## src/rtl/decap_rci_lookup.sv

```systemverilog
// Two-table cuckoo-style RCI lookup: fetches both hash buckets, compares
// the key against four entries in fixed priority, then reads the value word.
`ifndef RCI_HASH_TABLE_DEPTH_NBITS
`define RCI_HASH_TABLE_DEPTH_NBITS 10
`endif
`ifndef RCI_VALUE_DEPTH_NBITS
`define RCI_VALUE_DEPTH_NBITS 8
`endif
`ifndef RCI_VALUE_NBITS
`define RCI_VALUE_NBITS 64
`endif

module decap_rci_lookup #(
   parameter int DEPTH_NBITS       = `RCI_HASH_TABLE_DEPTH_NBITS,
   parameter int KEY_NBITS         = 32,
   parameter int VALUE_DEPTH_NBITS = `RCI_VALUE_DEPTH_NBITS,
   parameter int BUCKET_NBITS      = 2 * (1 + KEY_NBITS + VALUE_DEPTH_NBITS),
   parameter int VALUE_NBITS       = `RCI_VALUE_NBITS,
   parameter int TIMEOUT_NBITS     = 8
) (
   input  logic                         clk,
   input  logic                         rst_n,

   input  logic                         lookup_valid,
   output logic                         lookup_ready,
   input  logic [KEY_NBITS-1:0]         lookup_key,
   input  logic [DEPTH_NBITS-1:0]       lookup_hash0,
   input  logic [DEPTH_NBITS-1:0]       lookup_hash1,

   output logic                         rci_hash_table0_rd,
   output logic [DEPTH_NBITS-1:0]       rci_hash_table0_raddr,
   input  logic                         rci_hash_table0_ack,
   input  logic [BUCKET_NBITS-1:0]      rci_hash_table0_rdata,

   output logic                         rci_hash_table1_rd,
   output logic [DEPTH_NBITS-1:0]       rci_hash_table1_raddr,
   input  logic                         rci_hash_table1_ack,
   input  logic [BUCKET_NBITS-1:0]      rci_hash_table1_rdata,

   output logic                         rci_value_rd,
   output logic [VALUE_DEPTH_NBITS-1:0] rci_value_raddr,
   input  logic                         rci_value_ack,
   input  logic [VALUE_NBITS-1:0]       rci_value_rdata,

   output logic                         result_valid,
   input  logic                         result_ready,
   output logic                         result_hit,
   output logic                         result_err,
   output logic [VALUE_NBITS-1:0]       result_value
);

   localparam int ENTRY_NBITS = 1 + KEY_NBITS + VALUE_DEPTH_NBITS;
   localparam logic [TIMEOUT_NBITS-1:0] TMO_MAX = '1;
   localparam logic [TIMEOUT_NBITS-1:0] TMO_LAST =
      {{(TIMEOUT_NBITS-1){1'b1}}, 1'b0};

   typedef enum logic [2:0] {
      IDLE,
      HT_WAIT,
      CMP,
      VAL_WAIT,
      RESP
   } state_t;

   state_t                         state_q, state_d;
   logic [KEY_NBITS-1:0]           key_q, key_d;
   logic                           ht0_rd_q, ht0_rd_d;
   logic                           ht1_rd_q, ht1_rd_d;
   logic [DEPTH_NBITS-1:0]         ht0_addr_q, ht0_addr_d;
   logic [DEPTH_NBITS-1:0]         ht1_addr_q, ht1_addr_d;
   logic [BUCKET_NBITS-1:0]        bkt0_q, bkt0_d;
   logic [BUCKET_NBITS-1:0]        bkt1_q, bkt1_d;
   logic                           got0_q, got0_d;
   logic                           got1_q, got1_d;
   logic [TIMEOUT_NBITS-1:0]       tmo_q, tmo_d;
   logic                           val_rd_q, val_rd_d;
   logic [VALUE_DEPTH_NBITS-1:0]   val_addr_q, val_addr_d;
   logic                           hit_q, hit_d;
   logic                           err_q, err_d;
   logic [VALUE_NBITS-1:0]         value_q, value_d;

   logic [ENTRY_NBITS-1:0]         e00, e01, e10, e11;
   logic                           m00, m01, m10, m11;
   logic                           any_match;
   logic [VALUE_DEPTH_NBITS-1:0]   match_ptr;
   logic [TIMEOUT_NBITS-1:0]       tmo_inc;
   logic                           ht0_done, ht1_done;

   function automatic logic ent_match(
      input logic [ENTRY_NBITS-1:0] e,
      input logic [KEY_NBITS-1:0]   k
   );
      return e[ENTRY_NBITS-1] && (e[ENTRY_NBITS-2 -: KEY_NBITS] == k);
   endfunction

   assign e00 = bkt0_q[ENTRY_NBITS-1:0];
   assign e01 = bkt0_q[2*ENTRY_NBITS-1:ENTRY_NBITS];
   assign e10 = bkt1_q[ENTRY_NBITS-1:0];
   assign e11 = bkt1_q[2*ENTRY_NBITS-1:ENTRY_NBITS];

   assign m00 = ent_match(e00, key_q);
   assign m01 = ent_match(e01, key_q);
   assign m10 = ent_match(e10, key_q);
   assign m11 = ent_match(e11, key_q);
   assign any_match = m00 | m01 | m10 | m11;

   always_comb begin
      match_ptr = '0;
      if (m00)      match_ptr = e00[VALUE_DEPTH_NBITS-1:0];
      else if (m01) match_ptr = e01[VALUE_DEPTH_NBITS-1:0];
      else if (m10) match_ptr = e10[VALUE_DEPTH_NBITS-1:0];
      else if (m11) match_ptr = e11[VALUE_DEPTH_NBITS-1:0];
   end

   // Saturating so a stuck wait can never alias back to an early count.
   assign tmo_inc  = (tmo_q == TMO_MAX) ? tmo_q : tmo_q + 1'b1;
   assign ht0_done = got0_q | rci_hash_table0_ack;
   assign ht1_done = got1_q | rci_hash_table1_ack;

   always_comb begin
      state_d    = state_q;
      key_d      = key_q;
      ht0_rd_d   = 1'b0;
      ht1_rd_d   = 1'b0;
      ht0_addr_d = ht0_addr_q;
      ht1_addr_d = ht1_addr_q;
      bkt0_d     = bkt0_q;
      bkt1_d     = bkt1_q;
      got0_d     = got0_q;
      got1_d     = got1_q;
      tmo_d      = tmo_q;
      val_rd_d   = 1'b0;
      val_addr_d = val_addr_q;
      hit_d      = hit_q;
      err_d      = err_q;
      value_d    = value_q;

      unique case (state_q)
         IDLE: begin
            if (lookup_valid) begin
               key_d      = lookup_key;
               ht0_addr_d = lookup_hash0;
               ht1_addr_d = lookup_hash1;
               ht0_rd_d   = 1'b1;
               ht1_rd_d   = 1'b1;
               bkt0_d     = '0;
               bkt1_d     = '0;
               got0_d     = 1'b0;
               got1_d     = 1'b0;
               tmo_d      = '0;
               hit_d      = 1'b0;
               err_d      = 1'b0;
               value_d    = '0;
               state_d    = HT_WAIT;
            end
         end
         HT_WAIT: begin
            tmo_d = tmo_inc;
            if (rci_hash_table0_ack && !got0_q) begin
               bkt0_d = rci_hash_table0_rdata;
               got0_d = 1'b1;
            end
            if (rci_hash_table1_ack && !got1_q) begin
               bkt1_d = rci_hash_table1_rdata;
               got1_d = 1'b1;
            end
            if (ht0_done && ht1_done) begin
               state_d = CMP;
            end else if (tmo_q == TMO_LAST) begin
               err_d   = 1'b1;
               hit_d   = 1'b0;
               value_d = '0;
               state_d = RESP;
            end
         end
         CMP: begin
            if (any_match) begin
               val_rd_d   = 1'b1;
               val_addr_d = match_ptr;
               tmo_d      = '0;
               state_d    = VAL_WAIT;
            end else begin
               hit_d   = 1'b0;
               err_d   = 1'b0;
               value_d = '0;
               state_d = RESP;
            end
         end
         VAL_WAIT: begin
            tmo_d = tmo_inc;
            if (rci_value_ack) begin
               value_d = rci_value_rdata;
               hit_d   = 1'b1;
               err_d   = 1'b0;
               state_d = RESP;
            end else if (tmo_q == TMO_LAST) begin
               err_d   = 1'b1;
               hit_d   = 1'b0;
               value_d = '0;
               state_d = RESP;
            end
         end
         RESP: begin
            if (result_ready) begin
               state_d = IDLE;
            end
         end
         default: state_d = IDLE;
      endcase
   end

   always_ff @(posedge clk or negedge rst_n) begin
      if (!rst_n) begin
         state_q    <= IDLE;
         key_q      <= '0;
         ht0_rd_q   <= 1'b0;
         ht1_rd_q   <= 1'b0;
         ht0_addr_q <= '0;
         ht1_addr_q <= '0;
         bkt0_q     <= '0;
         bkt1_q     <= '0;
         got0_q     <= 1'b0;
         got1_q     <= 1'b0;
         tmo_q      <= '0;
         val_rd_q   <= 1'b0;
         val_addr_q <= '0;
         hit_q      <= 1'b0;
         err_q      <= 1'b0;
         value_q    <= '0;
      end else begin
         state_q    <= state_d;
         key_q      <= key_d;
         ht0_rd_q   <= ht0_rd_d;
         ht1_rd_q   <= ht1_rd_d;
         ht0_addr_q <= ht0_addr_d;
         ht1_addr_q <= ht1_addr_d;
         bkt0_q     <= bkt0_d;
         bkt1_q     <= bkt1_d;
         got0_q     <= got0_d;
         got1_q     <= got1_d;
         tmo_q      <= tmo_d;
         val_rd_q   <= val_rd_d;
         val_addr_q <= val_addr_d;
         hit_q      <= hit_d;
         err_q      <= err_d;
         value_q    <= value_d;
      end
   end

   assign lookup_ready          = (state_q == IDLE);
   assign result_valid          = (state_q == RESP);
   assign rci_hash_table0_rd    = ht0_rd_q;
   assign rci_hash_table1_rd    = ht1_rd_q;
   assign rci_hash_table0_raddr = ht0_addr_q;
   assign rci_hash_table1_raddr = ht1_addr_q;
   assign rci_value_rd          = val_rd_q;
   assign rci_value_raddr       = val_addr_q;
   assign result_hit            = hit_q;
   assign result_err            = err_q;
   assign result_value          = value_q;

endmodule
```

## config.mk

```make
export PLATFORM = sky130hd
export DESIGN_NAME = decap_rci_lookup
export DESIGN_NICKNAME = d
export VERILOG_FILES = /design/src/rtl/decap_rci_lookup.sv
export SDC_FILE = /design/constraint.sdc
export NUM_CORES = 1
export LEC_CHECK = 0
export CORE_MARGIN = 2
export CORE_UTILIZATION = 52
export DETAILED_ROUTE_END_ITERATION = 8
export GPL_TIMING_DRIVEN = 0
export PLACE_DENSITY_LB_ADDON = 0.1
export SYNTH_ARGS = -nofsm -noshare
export SYNTH_HDL_FRONTEND = slang
export SYNTH_SLANG_ARGS = --single-unit
```

## constraint.sdc

```tcl
create_clock -name clk -period 3.62 [get_ports clk]
set_input_delay 0.724 -clock clk [delete_from_list [all_inputs] [get_ports clk]]
set_output_delay 0.724 -clock clk [all_outputs]
set_load 0.05 [all_outputs]
```

Yosys cells after proc, flatten, opt, wreduce, memory -nomap -nowiden
Index checks and enable logic that the tools add are counted.

word-level totals
  output and inout port bits = 99
  word-level logic and storage cells = 104
  register bits after elaboration = 305
  input port bits = 287

cells by class
  muxes and demuxes = 44
  eq/ne operators = 18
  bitwise gates (word level) = 5
  reduce and logical (&&, ||, !) cells = 21
  add/sub/neg operators = 1

operators with widths
  cell                 count
  $pmux 82 s2          2
  $mux 64              5
  $pmux 64 s4          1
  $mux 82              3
  $eq 32x32->1         4
  $mux 8               7
  $pmux 8 s3           1
  $mux 3               6
  $eq 8x8->1 const B   2
  $pmux 3 s5           1
  $mux 1               14
  $ne 2x2->1 const B   7
  $add 8x1->8 const B  1
  $pmux 1 s4           2
  $reduce_and 4->1     2
  $logic_and 1x1->1    7
  $eq 3x2->1 const B   2
  $reduce_and 2->1     3
  $reduce_and 3->1     2
  $or 1x1->1           5
  $pmux 1 s2           2
  $reduce_bool 4->1    1
  $eq 3x1->1 const B   1
  $eq 3x3->1 const B   1
  other kinds (6)      7

Logic depth before layout (Yosys ltp)
  depth after elaboration = 7
  mapped depth = 11
  gate-level depth less buffers = 7

Worst setup path before layout
OpenSTA, ideal clock, no wires.

  kind = register -> register
  start = reg state_q[1]
  end = reg got0_q
  required time = 3.502 ns
  path buffers = 3
  cell stages (with the launch flop) = 7
  arrival time = 2.621 ns
  library setup time = 0.118 ns
  slack = 0.881 ns
  clock period less this slack = 2.739 ns
  cells stage by stage = dfrtp_1 clkbuf_1 nor3_1 nand2_1 clkbuf_1 clkbuf_1 a21o_1

between the ends
  cells in the longest elaborated chain, start to end = 3
  elaborated cells on any way between the ends = 7
  those cells by class = eq/ne: 3; mux: 1; reduce/logical: 3

ends and longest elaborated chain
  element                                                           RTL line  RTL
  start: declaration                                                65        state_t state_q, state_d;
  start signal: assignment                                          231       state_q <= state_d;
  $logic_not 3->1 (*)                                               --
  via lookup_ready                                                  25        output logic lookup_ready,
  $ne 2x2->1 (no source line) or $reduce_bool 2->1 (tied branches)  --
  $reduce_and 3->1 (no source line)                                 --
  end signal: assignment                                            239       got0_q <= got0_d;
  end: declaration                                                  73        logic got0_q, got0_d;

Mark *: on every way through the listed nets, which the timed path passes. The rest lies on a longest branch.
A chain may end at the register's enable or synchronous reset.

Worst setup path in the final report
  start = reg key_q[15]
  end = reg value_q[53] (netlist: result_value[53])

between the ends
  cells in the longest elaborated chain, start to end = 7
  elaborated cells on any way between the ends = 13
  those cells by class = eq/ne: 5; bitwise: 3; reduce/logical: 5

ends and longest elaborated chain
  element                                RTL line  RTL
  start: declaration                     66        logic [KEY_NBITS-1:0] key_q, key_d;
  start signal: assignment               232       key_q <= key_d;
  $eq 32x32->1                           93        return e[ENTRY_NBITS-1] && (e[ENTRY_NBITS-2 -: KEY_NBITS] == k);
  $logic_and 1x1->1                      93
  $or 1x1->1 (2 in a row)                105       assign any_match = m00 | m01 | m10 | m11;
  $or 1x1->1 (*)                         105
  $ne 2x2->1 (no source line) (*)        --
  $reduce_and 4->1 (no source line) (*)  --
  end signal: assignment                 246       value_q <= value_d;
  end: declaration                       80        logic [VALUE_NBITS-1:0] value_q, value_d;

Mark *: on every way between the ends. The rest lies on a longest branch, timed or not.

==> impl_metrics.env <==
export IMPL_maxCapViolations=0
export IMPL_holdBufCountCts=0
export IMPL_start_kind="flop"
export IMPL_r2r_end="result_value[53]"
export IMPL_port_buffers=385
export IMPL_synth_area_sq_um=13600
export IMPL_grt_setup_unrepaired="false"
export IMPL_clkLatencyLatePin_ps=510
export IMPL_relSlewSlack_pct=42.1
export IMPL_setup_viol=0
export IMPL_die_area_sq_um=27500
export IMPL_period_share_pct=98.0
export IMPL_cp_startpoint="key_q[15]"
export IMPL_clk_pin_slew_ps=60
export IMPL_hpwl_um=34200
export IMPL_synthesis_nets=1741
export IMPL_synthFlopType="dfrtp_1"
export IMPL_grt_ovfl_total=0
export IMPL_postRouteAntennaNets=0
export IMPL_die_width_um=166
export IMPL_cts_sinks=305
export IMPL_syn_inst=1452
export IMPL_rows=59
export IMPL_fin_util_pct=73.6
export IMPL_grtUsageTotal_pct=32.5
export IMPL_worstHoldPathType="in2async"
export IMPL_synth_seq_area_share_pct=56.0
export IMPL_vias_per_cell=5.54
export IMPL_gp_congestion=0.910
export IMPL_path_max_fanout=10
export IMPL_crit_path_end_kind="flop"
export IMPL_cts_htree_levels=2
export IMPL_synth_edf_count=0
export IMPL_slew_violations=0
export IMPL_cp_data_required_time_ps=4050
export IMPL_timing_final_crit_period_ps=3550
export IMPL_worstMarginPinSlew_ps=865
export IMPL_path_class="reg2reg"
export IMPL_drt_wirelength_per_cell_um=20.3
export IMPL_hold_viol_final=0
export IMPL_core_area_sq_um=25900
export IMPL_cts_tree="done"
export IMPL_vias=12400
export IMPL_grt_pass1_wl_um=69500
export IMPL_grt_start_max_net_pins=82
export IMPL_drive_gt1_share_pct=4.06
export IMPL_synthArstFlopShare_pct=100
export IMPL_max_freq_ghz=0.282
export IMPL_ff2ff_setup_slack_ps=70
export IMPL_critical_path_endpoint="result_value[53]"
export IMPL_firstDrtPassIters=6
export IMPL_antenna_found_initial=7
export IMPL_p_leak_nw=8.41
export IMPL_dieHeight_um=166
export IMPL_status="complete, no violations"
export IMPL_powerDensity_nw_per_um2=803
export IMPL_ios=386
export IMPL_cts_buffer_depth=3
export IMPL_numCtsBuffers=34
export IMPL_synth_cell_type_count=44
export IMPL_r2r_start="key_q[15]"
export IMPL_peakVddDrop_v=0.000590
export IMPL_yosys_warnings=0
export IMPL_synth_seq_cells=305
export IMPL_synthToLayoutAreaGrowth_pct=40.0
export IMPL_grt_pass1_vias=12300
export IMPL_drt_initial_drc_count=1184
export IMPL_final_nets=2165
export IMPL_syn_area_per_cell_sq_um=9.38
export IMPL_fin_skew_ps=25.9
export IMPL_drc=0
export IMPL_worstPathArrival_ps=3980
export IMPL_r2r_cells=10
export IMPL_hold_slack_ps=169
export IMPL_wirelength_um=45600
export IMPL_cts_root_buf="clkbuf_16"
export IMPL_start_util_pct=52.6
-- report_power, final --
part	switching (mW)	internal, mW	leakage, nW
sequential	0.683	4.51	4.04
combinational	4.31	2.48	3.84
clock	1.36	1.96	0.524
total	6.36	8.95	8.41
-- flip-flops by register name (all words and copies together), names as in the netlist, 8 cells and up --
register	cells
bkt1_q	82
tmo_q	8
key_q	32
result_value	64
rci_hash_table0_raddr	10
bkt0_q	82
rci_value_raddr	8
rci_hash_table1_raddr	10
-- worst max-delay path: stages, from the launching register on --
cell and delay (ps):
dfrtp_1 320, clkbuf_1 390, xnor2_1 210, nand4_1 170, nor4_1 690, nand4_1 570
a41oi_2 480, a211o_2 190, buf_12 150, buf_8 150, a22o_1 130
-- metal layers --
metal	wire (um)	vias up	GRT usage, %
met5	0	-	0
met4	1930	0	14.0
met3	3710	114	6.39
met2	21900	608	53.1
met1	18000	6028	42.5
li1	-	5664	-
-- Yosys cell counts (2+ instances only) --
cell type  number  area, sq um
o21ai_0       170          851
nor3b_1         8         60.1
nor2_1         17         63.8
and3_1          8         50.1
nor4_1         19          119
xnor2_1        60          526
a22o_1         64          561
nand3_1        10         50.1
ha_1            2         25.0
nand4_1        18          113
xor2_1         68          596
inv_1          12         45.0
buf_8           6         90.1
nand2_1       495         1860
o31ai_1         9         67.6
nor2b_1         2         12.5
nor3_1          5         25.0
nand2b_1        2         12.5
nor4b_1         2         17.5
or2_2           2         12.5
buf_4           2         15.0
o221ai_1        8         70.1
a21o_1          2         15.0
or3_1           2         12.5
a41oi_1         3         26.3
a31oi_1        11         68.8
clkbuf_1       97          364
buf_2          11         55.1
buf_1           5         18.8
a21oi_1        14         70.1
dfrtp_1       305         7630
-- cell usage in the layout, fill, tap and decap left out, drive strengths merged, types with 9 or more instances in the layout --
master | Yosys | layout
a21oi | 14 | 14
a22o | 64 | 64
a31oi | 11 | 11
buf | 25 | 29
clkbuf | 97 | 151
clkdlybuf4s50 | 0 | 384
dfrtp | 305 | 305
inv | 12 | 13
nand2 | 495 | 495
nand3 | 10 | 10
nand4 | 18 | 18
nor2 | 17 | 17
nor4 | 19 | 19
o21ai | 170 | 170
o31ai | 9 | 9
xnor2 | 60 | 60
xor2 | 68 | 68
-- kinds of logic after synthesis --
logic type               synth area share (%)
XOR/XNOR                                 8.23
AO/OA/AOI/OAI                            13.2
flip-flops                               56.0
adder cells (fa/ha/maj)                 0.184
AND/OR/NAND/NOR                          17.8
buffers and inverters                    4.49
-- per-stage QoR --
stage | power [mW] | instances | cell area [sq um] | setup TNS, ps | setup slack (ps)
2_1_floorplan | 9.48 | 1452 | 13600 | 0 | 881
3_3_place_gp | 11.8 | 2172 | 17900 | -3460760 | -11320
3_5_place_dp | 11.9 | 2175 | 18000 | -17680 | -412
4_1_cts | 15.3 | 2233 | 19000 | 0 | 117
5_1_grt | 16.1 | 2240 | 19100 | 0 | 2.80
6_report | 15.3 | 2240 | 19100 | 0 | 74.1
-- final cells by class --
class | instances | area, sq um
Antenna cell | 7 | 17.5
Buffer | 122 | 563
Clock buffer | 54 | 1040
Clock inverter | 4 | 23.8
Fill cell | 1933 | 6840
Inverter | 13 | 48.8
Multi-Input combinational cell | 1012 | 5380
Sequential cell | 305 | 7630
Tap cell | 335 | 419
Timing Repair Buffer | 388 | 3940
-- how the worst min path moves through the flow --
stage	from	to	slack (ps)	depth (start not counted)
finish	rst_n	tmo_q[5]	170	1
global route	rst_n	tmo_q[5]	200	1
CTS	rst_n	result_value[58]	190	1
detailed placement	rci_hash_table1_raddr[6]	rci_hash_table1_raddr[6]	460	2
global placement	rci_hash_table1_raddr[4]	rci_hash_table1_raddr[4]	460	2
floorplan	rst_n	bkt0_q[0]	430	0
-- repair_timing --
action	in CTS	in global routing
setup buffers	0	0
setup endpoints to repair	0	44
resized for setup	0	1
No activity file was read; power rests on OpenSTA's default activity.
